<file path="config.mk">
export PLATFORM = sky130hd
export DESIGN_NAME = moving_average_filter
export DESIGN_NICKNAME = d
export VERILOG_FILES = /design/src/rtl/moving_average_pkg.sv /design/src/rtl/sample_ring_buffer.sv /design/src/rtl/moving_average_filter.sv
export SDC_FILE = /design/constraint.sdc
export NUM_CORES = 1
export LEC_CHECK = 0
export ABC_AREA = 1
export CORE_MARGIN = 3
export CORE_UTILIZATION = 35
export CTS_CLUSTER_DIAMETER = 200
export CTS_CLUSTER_SIZE = 40
export DETAILED_ROUTE_END_ITERATION = 16
export PLACE_DENSITY_LB_ADDON = 0.1
export SYNTH_ARGS = -nofsm -noshare
export SYNTH_HDL_FRONTEND = slang
export SYNTH_SLANG_ARGS = --single-unit
</file>
<file path="constraint.sdc">
create_clock -name clk -period 3.4 [get_ports clk]
set_input_delay 0.85 -clock clk [delete_from_list [all_inputs] [get_ports clk]]
set_output_delay 0.85 -clock clk [all_outputs]
set_load 0.03 [all_outputs]
</file>
<file path="src/rtl/moving_average_pkg.sv">
// Shared types and sizing helpers for the stereo moving-average filter.
//   state_e   : handshake FSM states
//   depth_of  : averaging window length for a given log2 depth
//   sum_w_of  : running-sum width that cannot overflow for a full window
package moving_average_pkg;

  typedef enum logic [1:0] {
    WAIT    = 2'd0,
    CAPTURE = 2'd1,
    UPDATE  = 2'd2,
    OUTPUT  = 2'd3
  } state_e;

  localparam int unsigned DEFAULT_DATA_W     = 24;
  localparam int unsigned DEFAULT_LOG2_DEPTH = 3;

  function automatic int unsigned depth_of(input int unsigned log2_depth);
    return 32'd1 << log2_depth;
  endfunction

  function automatic int unsigned sum_w_of(input int unsigned data_w,
                                           input int unsigned log2_depth);
    return data_w + log2_depth;
  endfunction

endpackage

</file>
<file path="src/rtl/sample_ring_buffer.sv">
// Per-channel circular sample store: DEPTH x DATA_W, synchronous write and
// asynchronous read, both at the shared pointer.
//   clk       : system clock
//   wr_en     : write wr_data at ptr on the rising edge
//   ptr       : current slot (oldest sample once the window is full)
//   wr_data   : sample to store
//   rd_data_c : combinational contents of slot ptr
module sample_ring_buffer
  import moving_average_pkg::*;
#(
  parameter int unsigned DATA_W     = DEFAULT_DATA_W,
  parameter int unsigned LOG2_DEPTH = DEFAULT_LOG2_DEPTH
) (
  input  logic                  clk,
  input  logic                  wr_en,
  input  logic [LOG2_DEPTH-1:0] ptr,
  input  logic [DATA_W-1:0]     wr_data,
  output logic [DATA_W-1:0]     rd_data_c
);

  localparam int unsigned DEPTH = depth_of(LOG2_DEPTH);

  // No reset: stale contents are masked by the fill count in the top level.
  logic [DATA_W-1:0] mem [DEPTH];

  always_ff @(posedge clk) begin
    if (wr_en) mem[ptr] <= wr_data;
  end

  assign rd_data_c = mem[ptr];

endmodule

</file>
<file path="src/rtl/moving_average_filter.sv">
// Stereo moving-average low-pass filter between the codec ADC and DAC FIFOs.
// Averages the last 2^LOG2_DEPTH samples per channel with a running sum
// updated as new minus oldest.
//   clk, reset_n                  : clock, async active-low reset
//   read_ready, write_ready       : ADC FIFO has data / DAC FIFO has room
//   readdata_left/right           : signed input samples
//   bypass                        : pass captured sample through (sampled in UPDATE)
//   read, write                   : one-cycle pop / push strobes
//   writedata_left/right          : signed filtered samples
module moving_average_filter
  import moving_average_pkg::*;
#(
  parameter int unsigned DATA_W     = DEFAULT_DATA_W,
  parameter int unsigned LOG2_DEPTH = DEFAULT_LOG2_DEPTH
) (
  input  logic              clk,
  input  logic              reset_n,
  input  logic              read_ready,
  input  logic              write_ready,
  input  logic [DATA_W-1:0] readdata_left,
  input  logic [DATA_W-1:0] readdata_right,
  input  logic              bypass,
  output logic              read,
  output logic              write,
  output logic [DATA_W-1:0] writedata_left,
  output logic [DATA_W-1:0] writedata_right
);

  localparam int unsigned DEPTH  = depth_of(LOG2_DEPTH);
  localparam int unsigned SUM_W  = sum_w_of(DATA_W, LOG2_DEPTH);
  localparam int unsigned FILL_W = LOG2_DEPTH + 1;

  state_e state, state_next;
  logic   read_next, write_next;

  logic [DATA_W-1:0]     cap_l, cap_r;
  logic [LOG2_DEPTH-1:0] ptr;
  logic [FILL_W-1:0]     fill;
  logic signed [SUM_W-1:0] sum_l, sum_r;

  logic [DATA_W-1:0]       old_l_raw, old_r_raw;
  logic                    full;
  logic signed [SUM_W-1:0] new_l, new_r, oldest_l, oldest_r;
  logic signed [SUM_W-1:0] sum_next_l, sum_next_r;
  logic [DATA_W-1:0]       avg_l, avg_r;

  // Next-state and strobe decode; strobes are registered from the next state.
  always_comb begin
    state_next = state;
    read_next  = 1'b0;
    write_next = 1'b0;
    case (state)
      WAIT: begin
        if (read_ready && write_ready) begin
          state_next = CAPTURE;
          read_next  = 1'b1;
        end
      end
      CAPTURE: state_next = UPDATE;
      UPDATE: begin
        state_next = OUTPUT;
        write_next = 1'b1;
      end
      OUTPUT:  state_next = WAIT;
      default: state_next = WAIT;
    endcase
  end

  sample_ring_buffer #(.DATA_W(DATA_W), .LOG2_DEPTH(LOG2_DEPTH)) u_ring_left (
    .clk       (clk),
    .wr_en     (state == UPDATE),
    .ptr       (ptr),
    .wr_data   (cap_l),
    .rd_data_c (old_l_raw)
  );

  sample_ring_buffer #(.DATA_W(DATA_W), .LOG2_DEPTH(LOG2_DEPTH)) u_ring_right (
    .clk       (clk),
    .wr_en     (state == UPDATE),
    .ptr       (ptr),
    .wr_data   (cap_r),
    .rd_data_c (old_r_raw)
  );

  // Running-sum datapath; the oldest slot only counts once the window is full.
  always_comb begin
    full       = (fill == FILL_W'(DEPTH));
    new_l      = {{LOG2_DEPTH{cap_l[DATA_W-1]}}, cap_l};
    new_r      = {{LOG2_DEPTH{cap_r[DATA_W-1]}}, cap_r};
    oldest_l   = full ? {{LOG2_DEPTH{old_l_raw[DATA_W-1]}}, old_l_raw} : '0;
    oldest_r   = full ? {{LOG2_DEPTH{old_r_raw[DATA_W-1]}}, old_r_raw} : '0;
    sum_next_l = sum_l + new_l - oldest_l;
    sum_next_r = sum_r + new_r - oldest_r;
    avg_l      = DATA_W'(sum_next_l >>> LOG2_DEPTH);
    avg_r      = DATA_W'(sum_next_r >>> LOG2_DEPTH);
  end

  // State, strobes, counters, sums and output registers.
  always_ff @(posedge clk or negedge reset_n) begin
    if (!reset_n) begin
      state           <= WAIT;
      read            <= 1'b0;
      write           <= 1'b0;
      cap_l           <= '0;
      cap_r           <= '0;
      ptr             <= '0;
      fill            <= '0;
      sum_l           <= '0;
      sum_r           <= '0;
      writedata_left  <= '0;
      writedata_right <= '0;
    end else begin
      state <= state_next;
      read  <= read_next;
      write <= write_next;
      if (state == CAPTURE) begin
        cap_l <= readdata_left;
        cap_r <= readdata_right;
      end
      if (state == UPDATE) begin
        sum_l           <= sum_next_l;
        sum_r           <= sum_next_r;
        ptr             <= ptr + LOG2_DEPTH'(1);
        if (!full) fill <= fill + FILL_W'(1);
        writedata_left  <= bypass ? cap_l : avg_l;
        writedata_right <= bypass ? cap_r : avg_r;
      end
    end
  end

endmodule

</file>
==> qor.txt <==
RR Endpoint = writedata_left[7]
worst reg2reg startpoint = ptr[1]
Die Ht = 283 um
starting DRC count in detailed routing = 1,331
row count = 100
delay-heaviest family, CP = adder cells
Post-Syn Area per Cell = 9.47 sq um
die area = 0.0798 sq mm
DIE WIDTH = 283 um
asr flop ratio synth = 0.295
Avg WL per Cell = 20.4 um
first-pass GRT wire length = 124 mm
vias in the first global route = 19,724
Worst-path clk slew = 150 ps
final worst slack = -116 ps
Post-Route WL = 84.2 mm
Worst Setup End Kind = flop
CTS root buf = clkbuf_16
GRT Total Usage = 0.206
status = complete, but fails checks
synthesized area = 0.0268 sq mm
DP Wirelength = 55.0 mm
min cycle time layout = 3520 ps
core area = 0.0751 sq mm
total global routing overflow = 0
CP required = 3880 ps
synth top area cells = edfxtp_1 43%, dfrtp_1 15%, nand2_1 8.7%
TritonCTS clock tree = yes
Vias = 20,330
total CTS buffers = 17
I/O pin total = 103
highest clock rate = 284 MHz
most common cell in the netlist = nand2_1
Rel. slew slack = 0.415
crit start category = flop
most common library cells after synthesis = 619 x nand2_1, 443 x nor2_1, 414 x inv_1
Hold/Removal Path Class = primary input to async pin
Yosys top cell area share = 0.431
EDFF count, synth = 384
Slew Viols, Final = 0
violated checks = negative setup slack
final core utilization = 0.460
Via density = 4.93
cells on worst reg2reg path = 19
TritonCTS Sinks = 545
mux cell area share after synthesis = 0.00210
Synth Area in Compound Gates = 0.0888
H-tree levels = 1
critical path arrival = 4000 ps
largest net degree at the start of global routing = 134
CP cell instances = inv_4 > nor2_4 > inv_6 > buf_12 > buf_16 > nor2_1 > o21ai_1 > a41oi_2 > fa_1 > inv_2 > fa_2 > buf_4 > nand3_1 > nand3_4 > buf_12 > xnor2_2 > nand2_1 > nand2_2 > nand2_1
syn nets = 2,995
DRT antenna net count = 0
Layout area overhead = 29.0%
WP buf/inv = 7
worst-margin pin slew = 877 ps
post-synthesis adder-cell area fraction = 0.0684
Initial Util = 0.356
clk_lat worst skew = 600 ps
critical setup path kind = flop to flop
max-cap viol count = 0
#FFs+latches synth = 545
CTS max path bufs = 3
area leader, netlist = edfxtp_1
share of layout cells above drive strength 1 = 0.243
First-pass DRT Iterations = 5
Netlist cell types = 38
largest family of logic cells by synthesized area = simple AND/OR/NAND/NOR gates
Post-Synthesis Cells = 2,827
Post-synth top flop = edfxtp_1
antenna violations before repair = 0
nets@finish = 3,313
cts hold-fix bufs = 0
Worst path slowest cell = fa_1
YS warnings = 0
port buffer count = 102
gpl congestion = 0.890
crit-path max FO = 11
Fin. Hold Viols = 0
Post-Synth Simple-Gate Area = 0.173
final setup violation count = 41
Clock Skew = 48.8 ps
Tcrit/Tclk final = 1.03
biggest cell delay along the critical path = 550 ps
Post-Synth XOR/XNOR Area = 0.0101
reg-to-reg slack, setup = -120 ps
drt drc = 0
register area share after synthesis = 0.582
unrepaired setup endpoints after global routing = true
per-stage QoR:
step	cells	setup slack [ps]	setup TNS, ps	cell area [sq um]	hold WS [ps]
finish	4127	-116	-2030	34500	218
global placement	4046	-378	-13840	30900	463
global route	4125	-273	-13900	34500	228
floorplan	2827	-172	-55380	26800	446
detailed placement	4046	-334	-14520	30900	465
CTS	4107	-105	-2320	33200	218
cell families (layout without fill, tap and decap cells):
family | count (synthesis) | in the layout
AO/OA/AOI/OAI | 427 | 427
XOR/XNOR | 31 | 31
adder cells (fa/ha/maj) | 115 | 115
buffers and inverters | 526 | 855
flip-flops | 545 | 545
multiplexers | 5 | 5
other | 0 | 2
AND/OR/NAND/NOR | 1178 | 1178
worst max-delay path by stage:
stage                      start               endpoint  slack, ps  cells past startpoint
final                     ptr[1]      writedata_left[7]       -120                     19
after global routing      ptr[2]      writedata_left[7]       -270                     21
after CTS                 ptr[1]     writedata_left[23]       -110                     23
after detailed placement  ptr[1]     writedata_left[18]       -330                     20
after global placement    ptr[0]      writedata_left[9]       -380                     18
after floorplan           ptr[0]  u_ring_left.mem[2][0]       -170                      5
registers in the layout, indices dropped and copies added (netlist names), 2 cells and up:
register / cells
u_ring_left.mem: 192
u_ring_right.mem: 192
sum_l: 27
sum_r: 27
cap_l: 24
cap_r: 24
writedata_left: 24
writedata_right: 24
fill: 4
ptr: 3
state: 2
cell usage in the layout, fill, tap and decap left out, drive strengths merged, types with 2 or more instances in the layout:
cell / synthesis / layout
clkdlybuf4s50: 0 / 100
edfxtp: 384 / 384
nand4: 16 / 16
clkinvlp: 0 / 2
nand3b: 3 / 3
dfrtp: 161 / 161
ha: 63 / 63
clkbuf: 56 / 35
a41oi: 42 / 42
a31oi: 17 / 17
nand2: 626 / 626
o211ai: 14 / 14
inv: 420 / 421
nor3: 3 / 3
xor2: 5 / 5
o21bai: 2 / 2
mux2: 5 / 5
diode: 0 / 2
a21oi: 61 / 61
xnor2: 26 / 26
o21ai: 278 / 278
nand3: 77 / 77
a21o: 2 / 2
buf: 49 / 295
fa: 52 / 52
o22ai: 10 / 10
nor2: 450 / 450
final cells by class:
type / count / area [sq um]
diodes: 2 / 5.00
clock buffers: 28 / 467
clock inverters: 2 / 25.0
fillers: 7149 / 40500
inverters: 421 / 1630
multi-input cells: 1756 / 11500
flip-flops and latches: 545 / 15600
well taps: 969 / 1210
repair buffers: 403 / 4160
repair inverters: 1 / 11.3
metal layers:
layer / vias up / global-route usage / wire length (um)
li1: 9784 / - / -
met1: 10127 / 0.320 / 41900
met2: 384 / 0.317 / 37500
met3: 35 / 0.0262 / 4120
met4: 0 / 0.0217 / 728
met5: - / 0 / 0
repair_timing:
item                       in CTS  in global routing
resized for setup             293                347
pin swaps                      62                120
gates cloned                   10                  7
setup endpoints to repair      89                 93
buffers inserted               23                 15
Power is left out: the tool's default activity adds up to more than one toggle a clock period on the data nets, which glitch-free logic cannot reach.
